===== src/rtl/tree_decoder_n_if.sv =====
// tree_decoder_n_if: packet in, optional select token, one-hot routed packet out.
// Latency: none (wires only).
// Backpressure: valid/ready on every channel; the select channel exists only with TREE_DECODER_SEL_EN.
interface tree_decoder_n_if #(
    parameter int W     = 9,
    parameter int SEL_W = 1
);
    localparam int NUM_OUT = 2**SEL_W;

    logic               in_valid;
    logic               in_ready;
    logic [W-1:0]       in_data;
`ifdef TREE_DECODER_SEL_EN
    logic               sel_valid;
    logic               sel_ready;
    logic [SEL_W-1:0]   sel_data;
`endif
    logic [NUM_OUT-1:0] out_valid;
    logic [NUM_OUT-1:0] out_ready;
    logic [W-1:0]       out_data;

    // Upstream/downstream environment side.
    modport master (
        output in_valid, in_data, out_ready,
        input  in_ready, out_valid, out_data
`ifdef TREE_DECODER_SEL_EN
        , output sel_ready,
        input  sel_valid, sel_data
`endif
    );

    // Routing node side.
    modport slave (
        input  in_valid, in_data, out_ready,
        output in_ready, out_valid, out_data
`ifdef TREE_DECODER_SEL_EN
        , input sel_ready,
        output sel_valid, sel_data
`endif
    );
endinterface


===== src/rtl/tree_decoder_n.sv =====
// tree_decoder_n: tree NoC routing node; picks one of 2**SEL_W ports from the address digit (or leaf compare).
// Latency: accept->out_valid 2 cycles with TREE_DECODER_SEL_EN (select token in between), 1 cycle without.
// Backpressure: sel_ready/out_ready stall indefinitely, outputs held stable; in_ready overlaps the DATA handshake.
module tree_decoder_n #(
    parameter int              W         = 9,
    parameter int              ADDR_W    = 4,
    parameter int              SEL_W     = 1,
    parameter int              LEVEL     = 0,
    parameter int              LEAF      = 0,
    parameter logic [ADDR_W-1:0] NODE_ADDR = 4'b1000,
    parameter logic [ADDR_W-1:0] MASK      = 4'b1000
) (
    input  logic            clk,
    input  logic            reset,
    tree_decoder_n_if.slave bus
);

`ifdef TREE_DECODER_SEL_EN
    typedef enum logic [1:0] {EMPTY = 2'd0, SEL = 2'd1, DATA = 2'd2} state_t;
    // A freshly accepted packet first announces its port on the select channel.
    localparam state_t LOAD_ST = SEL;
`else
    typedef enum logic [1:0] {EMPTY = 2'd0, DATA = 2'd2} state_t;
    // Without the select channel a packet goes straight to delivery.
    localparam state_t LOAD_ST = DATA;
`endif

    state_t           state;
    state_t           state_nxt;
    logic [W-1:0]     pkt;
    logic [SEL_W-1:0] port;
    logic [SEL_W-1:0] port_nxt;
    logic             in_rdy;
    logic             accept;

    // Port is decided once, from the incoming packet, and held with it.
    generate
        if (LEAF != 0) begin : g_leaf
            assign port_nxt = ((bus.in_data[W-1 -: ADDR_W] & MASK) == NODE_ADDR)
                              ? {SEL_W{1'b0}} : {SEL_W{1'b1}};
        end else begin : g_digit
            assign port_nxt = bus.in_data[W-1-LEVEL*SEL_W -: SEL_W];
        end
    endgenerate

    // Ready when empty, or when the held packet leaves this very cycle.
    always_comb begin
        in_rdy = (state == EMPTY) || ((state == DATA) && bus.out_ready[port]);
        accept = bus.in_valid && in_rdy;
    end

    // State register.
    always_ff @(posedge clk) begin
        if (reset) begin
            state <= EMPTY;
        end else begin
            state <= state_nxt;
        end
    end

    // Holding registers load only on accept, so they stay stable while stalled.
    always_ff @(posedge clk) begin
        if (reset) begin
            pkt  <= '0;
            port <= '0;
        end else if (accept) begin
            pkt  <= bus.in_data;
            port <= port_nxt;
        end
    end

    // Next-state: an accept during DATA takes priority over going empty.
    always_comb begin
        state_nxt = state;
        case (state)
            EMPTY: begin
                if (accept) state_nxt = LOAD_ST;
            end
`ifdef TREE_DECODER_SEL_EN
            SEL: begin
                if (bus.sel_ready) state_nxt = DATA;
            end
`endif
            DATA: begin
                if (accept) begin
                    state_nxt = LOAD_ST;
                end else if (bus.out_ready[port]) begin
                    state_nxt = EMPTY;
                end
            end
            default: state_nxt = EMPTY;
        endcase
    end

    // Outputs decoded from registered state; only in_ready sees out_ready combinationally.
    always_comb begin
        bus.in_ready  = in_rdy;
        bus.out_valid = '0;
        if (state == DATA) begin
            bus.out_valid[port] = 1'b1;
        end
        bus.out_data  = pkt;
`ifdef TREE_DECODER_SEL_EN
        bus.sel_valid = (state == SEL);
        bus.sel_data  = port;
`endif
    end

endmodule


===== src/flat_wrapper.sv =====
// flat-port wrapper written by rule: the top's interface ports become plain ports
module tree_decoder_n_flat 
#(
    parameter int              W         = 9,
    parameter int              ADDR_W    = 4,
    parameter int              SEL_W     = 1,
    parameter int              LEVEL     = 0,
    parameter int              LEAF      = 0,
    parameter logic [ADDR_W-1:0] NODE_ADDR = 4'b1000,
    parameter logic [ADDR_W-1:0] MASK      = 4'b1000
)
  (clk, reset, bus_in_valid, bus_in_data, bus_out_ready, bus_in_ready, bus_out_valid, bus_out_data);
  tree_decoder_n_if #(.W(W), .SEL_W(SEL_W)) bus_i ();
  input  logic clk;
  input  logic reset;
  input wire logic [$bits(bus_i.in_valid)-1:0] bus_in_valid;
  input wire logic [$bits(bus_i.in_data)-1:0] bus_in_data;
  input wire logic [$bits(bus_i.out_ready)-1:0] bus_out_ready;
  output wire logic [$bits(bus_i.in_ready)-1:0] bus_in_ready;
  output wire logic [$bits(bus_i.out_valid)-1:0] bus_out_valid;
  output wire logic [$bits(bus_i.out_data)-1:0] bus_out_data;
  assign bus_i.in_valid = bus_in_valid;
  assign bus_i.in_data = bus_in_data;
  assign bus_i.out_ready = bus_out_ready;
  assign bus_in_ready = bus_i.in_ready;
  assign bus_out_valid = bus_i.out_valid;
  assign bus_out_data = bus_i.out_data;
  tree_decoder_n #(.W(W), .ADDR_W(ADDR_W), .SEL_W(SEL_W), .LEVEL(LEVEL), .LEAF(LEAF), .NODE_ADDR(NODE_ADDR), .MASK(MASK)) u_core (.clk(clk), .reset(reset), .bus(bus_i));
endmodule

===== config.mk =====
export PLATFORM = sky130hd
export DESIGN_NAME = tree_decoder_n_flat
export DESIGN_NICKNAME = d
export VERILOG_FILES = /design/src/rtl/tree_decoder_n_if.sv /design/src/rtl/tree_decoder_n.sv /design/src/flat_wrapper.sv
export SDC_FILE = /design/constraint.sdc
export NUM_CORES = 1
export LEC_CHECK = 0
export ABC_CLOCK_PERIOD_IN_PS = 1100
export CORE_UTILIZATION = 45
export CTS_BUF_LIST = sky130_fd_sc_hd__clkbuf_4 sky130_fd_sc_hd__clkbuf_8
export DETAILED_ROUTE_END_ITERATION = 16
export DONT_BUFFER_PORTS = 1
export GPL_TIMING_DRIVEN = 0
export HOLD_SLACK_MARGIN = 0.08
export MAX_ROUTING_LAYER = met4
export SLEW_MARGIN = 20
export SYNTH_ARGS = -nofsm -noshare
export SYNTH_HDL_FRONTEND = slang
export SYNTH_SLANG_ARGS = --single-unit

===== constraint.sdc =====
create_clock -name clk -period 1.1 [get_ports clk]
set_input_delay 0.165 -clock clk [delete_from_list [all_inputs] [get_ports clk]]
set_output_delay 0.165 -clock clk [all_outputs]
set_load 0.005 [all_outputs]

==> results.sh, run 1 <==
export IMPL_wire_per_inst_um=17.4
export IMPL_routed_wl_um=1860
export IMPL_critical_path_class="register to primary output"
export IMPL_power_density_nw_per_um2=1170
export IMPL_yosysWarningCount=0
export IMPL_drtPass1Iterations=4
export IMPL_grt_max_degree=11
export IMPL_start_kind="register"
export IMPL_post_route_period_util=1.12
export IMPL_cts_sinks=10
export IMPL_die_area_um2=1540
export IMPL_n_antenna_cell=0
export IMPL_clock_latency_ps=270
export IMPL_finalSetupViolCount=9
export IMPL_antenna_left=0
export IMPL_end_kind="primary output"
export IMPL_setup_ws_ps=-133
export IMPL_synth_flop_cell="dfxtp_1"
export IMPL_boundaryPins=26
export IMPL_drive_gt1_frac=0.261
export IMPL_dpl_worst_slack_ps=-156
export IMPL_clock_path_buffers=2
export IMPL_worstRegToRegCells=5
export IMPL_ys_types=19
export IMPL_synth_edff_count=0
export IMPL_h_tree_depth=1
export IMPL_root_buffer="clkbuf_4"
export IMPL_max_cap_violations=0
export IMPL_clk_pin_slew_ps=70
export IMPL_overflow=0
export IMPL_power_mw=1.01
export IMPL_grtUsageTotal=0.275
export IMPL_stdcell_count=107
export IMPL_rsz0062_at_grt="yes"
export IMPL_hold_violations=0
export IMPL_path_max_fanout=3
export IMPL_row_count=13
export IMPL_fp_dieW_um=39.3
export IMPL_portBuffers=0
export IMPL_drc=0
export IMPL_synth_area_um2=626
export IMPL_ys_seq_area_frac=0.320
export IMPL_violations="setup timing"
export IMPL_required_ps=940
export IMPL_synth_common_cells="dfxtp_1, a31oi_1, nand2_1, nand4b_1, nor3b_1"
export IMPL_synth_area_per_cell_um2=8.45
export IMPL_grt_pass1_vias=601
export IMPL_cts_tree="yes"
export IMPL_drt_vias_per_instance=6.31
export IMPL_ys_ff_latch=10
export IMPL_initial_utilization=0.481
export IMPL_drtIter0Drc=20
export IMPL_synth_top_cell_area_share=0.320
export IMPL_fp_dieH_um=39.3
export IMPL_nets=107
export IMPL_hp_class="input port to register"
export IMPL_finalClockSkew_ps=4.07
export IMPL_grt_first_pass_wirelength_um=2700
export IMPL_area_delta_synth_final_pct=38.8
export IMPL_relSlewSlack=0.687
export IMPL_placed_cells=89
export IMPL_fill_cells=122
export IMPL_yosys_area_top_type="dfxtp_1"
export IMPL_synthCells=74
export IMPL_fin_crit_ps=1230
export IMPL_outcome="finished, violations left"
export IMPL_min_path_cells=2
export IMPL_coreArea_um2=1300
export IMPL_finalMaxSlewViolations=0
export IMPL_syn_nets=88
export IMPL_synthTopCellsByArea="dfxtp_1, nand4b_1, o311ai_0, nor3b_1, a31oi_1"
export IMPL_ys_async_sr_fraction=0
export IMPL_peakVddDrop_uv=564
export IMPL_antenna_found_initial=0
export IMPL_fin_tns_setup_ps=-591
export IMPL_p_leak_nw=0.316
export IMPL_fmax_mhz=811
export IMPL_vias=675
export IMPL_dp_final_hpwl_um=1050
export IMPL_worst_pin_slew_ps=470
export IMPL_gp_congestion=0.759
export IMPL_numCtsBuffers=3
export IMPL_crit_arrival_ps=1070
export IMPL_synth_most_common_cell="dfxtp_1"
cell usage in the layout, fill, tap and decap left out:
master	netlist	final
nor3b_1	8	8
nor2_2	0	1
mux2i_4	0	1
dfxtp_4	0	1
nand2_4	1	1
dfxtp_2	0	1
nor2_4	0	1
clkbuf_8	0	1
clkbuf_16	0	1
nor2b_1	2	2
a31oi_1	8	8
o21ai_0	2	2
nand2_1	8	8
clkbuf_4	0	3
a21oi_1	1	1
buf_6	1	1
inv_2	0	1
inv_1	4	3
clkbuf_1	4	3
o311ai_2	0	1
dfxtp_1	10	8
buf_8	0	1
buf_2	1	1
o311ai_1	1	7
dlygate4sd3_1	0	9
buf_4	4	8
nand4b_1	8	8
a221oi_1	1	1
flip-flops by register name, summed over array words and instances (netlist names):
register and count:
u_core.bus.out_data 8, u_core.port 1, u_core.state 1
worst max-delay path, cell delays in order, from the launching register on:
cell and delay, ps:
dfxtp_4 370, mux2i_4 240, buf_6 140, nand2_4 50
metal layers:
| layer | track usage | part of all wire | up-vias |
|---|---|---|---|
| met4 | 0.129 | 0.019 | 0 |
| met3 | 0.0682 | 0.073 | 5 |
| met1 | 0.332 | 0.43 | 317 |
| li1 | - | - | 322 |
| met5 | - | 0 | - |
| met2 | 0.429 | 0.47 | 31 |
through the flow:
stage | hold WS, ps | instance area, µm² | utilization
after detailed placement | 315 | 654 | 0.503
after CTS | 150 | 830 | 0.638
after global placement | 314 | 654 | 0.503
after floorplan | 308 | 636 | -
after global routing | 168 | 868 | 0.667
final | 146 | 868 | 0.667
power by group:
group | leakage (nW) | switching [mW] | internal [mW]
Sequential | 0.0838 | 0.0306 | 0.396
Combinational | 0.212 | 0.117 | 0.127
Clock | 0.0210 | 0.141 | 0.201
Total | 0.316 | 0.288 | 0.724
path summary, 6_finish.rpt:
kind | start | end | slack [ps]
worst max register to register | u_core.port | u_core.bus.out_data[0] | -80
worst max-delay path | u_core.port | bus_in_ready | -130
worst min register to register | u_core.bus.out_data[7] | u_core.bus.out_data[7] | 570
worst min-delay path | bus_out_ready[0] | u_core.port | 150
final cells by class:
cell class	count	area (µm²)	share of cell area
inverter	4	15.0	0.0173
sequential	10	205	0.236
tap	15	18.8	0.0216
timing repair buffer	14	145	0.167
multi-input combinational	50	375	0.432
clock buffer	4	36.3	0.0418
buffer	10	72.6	0.0836
timing repair:
action / in CTS / in global routing
resized for setup: 14 / 4
cloned: 0 / 1
hold buffers: 9 / 0
endpoints found under the hold margin: 9 / 0
setup endpoints to repair: 12 / 12
setup buffers: 4 / 0
cell families (layout without fill, tap and decap cells):
logic type | Yosys count | count (layout) | synth area share
flip-flops | 10 | 10 | 0.320
buffers and inverters | 14 | 32 | 0.122
multiplexers | 1 | 1 | 0.0220
AO/OA/AOI/OAI | 20 | 20 | 0.230
AND/OR/NAND/NOR | 29 | 29 | 0.306
Note: power is estimated with default switching activity, not from simulation.
==> run 2, diff against run 1 <==
- ABC_CLOCK_PERIOD_IN_PS: 1100 -> 1500
- clock period: 1.1 -> 1.5 ns (I/O delays scaled with it)
==> run 2 against run 1 <==
  * The run now ends clean
  * Die area unchanged
  * Sequential share of layout area up 5.2 points
  * First-iteration DRC count down 65%
  * Sequential cell count unchanged
  * Clock skew up 0.71 ps
  * Total power down 32%
==> results.sh, run 2 (synthesis results as in run 1) <==
export IMPL_relSlewSlack=0.670
export IMPL_drive_gt1_frac=0.177
export IMPL_cts_sinks=10
export IMPL_grt_first_pass_wirelength_um=2390
export IMPL_grt_busiest_layer="met2"
export IMPL_clock_path_buffers=2
export IMPL_routed_wl_um=1590
export IMPL_rsz0062_at_grt="no"
export IMPL_die_area_um2=1540
export IMPL_max_stage_delay_ps=400
export IMPL_grt_use_met3=0.0682
export IMPL_met2_usage=0.342
export IMPL_final_cell_mix="dfxtp_1, nand2_1, nand4b_1, nor3b_1, a31oi_1"
export IMPL_required_ps=1270
export IMPL_dp_final_hpwl_um=1000
export IMPL_grt_pass1_vias=506
export IMPL_stdcell_count=94
export IMPL_row_count=13
export IMPL_path_max_fanout=10
export IMPL_fin_tns_setup_ps=0
export IMPL_gp_congestion=0.688
export IMPL_hp_class="input port to register"
export IMPL_portBuffers=0
export IMPL_crit_arrival_ps=1170
export IMPL_max_cap_violations=0
export IMPL_finalMaxSlewViolations=0
export IMPL_hold_violations=0
export IMPL_outcome="finished, final reports clean"
export IMPL_final_common_cell="dfxtp_1"
export IMPL_end_kind="primary output"
export IMPL_n_antenna_cell=0
export IMPL_drc=0
export IMPL_cts_tree="yes"
export IMPL_finalSetupViolCount=0
export IMPL_grt_max_degree=11
export IMPL_critical_path_class="register to primary output"
export IMPL_antenna_found_initial=0
export IMPL_largest_reg_flops=8
export IMPL_finalClockSkew_ps=4.78
export IMPL_coreArea_um2=1300
export IMPL_crit_slowest_cell="clkbuf_1"
export IMPL_antenna_left=0
export IMPL_place_area_um2=644
export IMPL_initial_utilization=0.481
export IMPL_h_tree_depth=1
export IMPL_overflow=0
export IMPL_root_buffer="clkbuf_4"
export IMPL_dpl_worst_slack_ps=80.0
export IMPL_peakVddDrop_uv=467
export IMPL_nets=94
export IMPL_grt_met1_usage=0.317
export IMPL_fin_crit_ps=1390
export IMPL_fmax_mhz=717
export IMPL_vias=603
export IMPL_clock_latency_ps=270
export IMPL_setup_ws_ps=105
export IMPL_power_mw=0.688
export IMPL_placed_cells=89
export IMPL_fp_dieW_um=39.3
export IMPL_whs_ps=96.2
export IMPL_drtIter0Drc=7
export IMPL_area_delta_synth_final_pct=11.6
export IMPL_numCtsBuffers=3
export IMPL_fin_area_um2=698
export IMPL_holdBufCountCts=0
export IMPL_drt_vias_per_instance=6.41
export IMPL_worstPathCellList="inv_1 > clkbuf_1 > nor2_1"
export IMPL_post_route_period_util=0.930
export IMPL_fin_util=0.537
export IMPL_wire_per_inst_um=16.9
export IMPL_start_kind="register"
export IMPL_p_leak_nw=0.236
export IMPL_grtUsageTotal=0.244
export IMPL_clk_pin_slew_ps=70
export IMPL_worst_pin_slew_ps=494
export IMPL_boundaryPins=26
export IMPL_power_density_nw_per_um2=986
export IMPL_fp_dieH_um=39.3
export IMPL_drtPass1Iterations=4
## run 2: changes by cell type in the layout (fill, tap and decap cells not counted), sizes merged
cell / delta
dlygate4sd3: -9
buf: -4
## run 2: cell type report
class | instances | area, µm²
fillers | 124 | 603
inverters | 4 | 15.0
clock buffers | 4 | 36.3
well taps | 15 | 18.8
flip-flops and latches | 10 | 201
repair buffers | 1 | 7.51
plain buffers | 10 | 61.3
multi-input cells | 50 | 358
## run 2: critical path, delay by kind of cell (launching register included)
family	cells	cell delay, ps
AND/OR/NAND/NOR	1	130
buffers and inverters	2	460
flip-flops	1	320
## run 2: power by group
group          leakage (nW)  internal (mW)  total, mW  switching, mW
Sequential           0.0833          0.291      0.314         0.0232
Clock                0.0210          0.147      0.255          0.107
Combinational         0.131         0.0542      0.120         0.0654
## run 2: path summary, 6_finish.rpt
check                                         endpoint            start  depth (start not counted)  slack (ps)
worst min register to register             u_core.port      u_core.port                          2         550
worst max-delay path                  bus_out_valid[1]  u_core.state[1]                          3         110
worst max register to register  u_core.bus.out_data[5]      u_core.port                          4         360
worst min-delay path                       u_core.port   bus_in_data[8]                          2         100
## run 2: timing repair
item                                    in CTS  in global routing
endpoints found under the setup margin       1                  1
pin swaps                                    0                  0
resized for setup                            1                  1
setup buffers                                1                  0
## run 2: layer usage
metal / up-vias / part of all wire
li1: 293 / -
met1: 282 / 0.48
met2: 24 / 0.43
met3: 4 / 0.071
met4: 0 / 0.018
met5: - / 0
==> run 3, diff against run 2 <==
- ABC_CLOCK_PERIOD_IN_PS: 1500 -> unset
==> results of run 3 <==
Same layout as run 2: the final DEF is identical, and so are final timing and power.
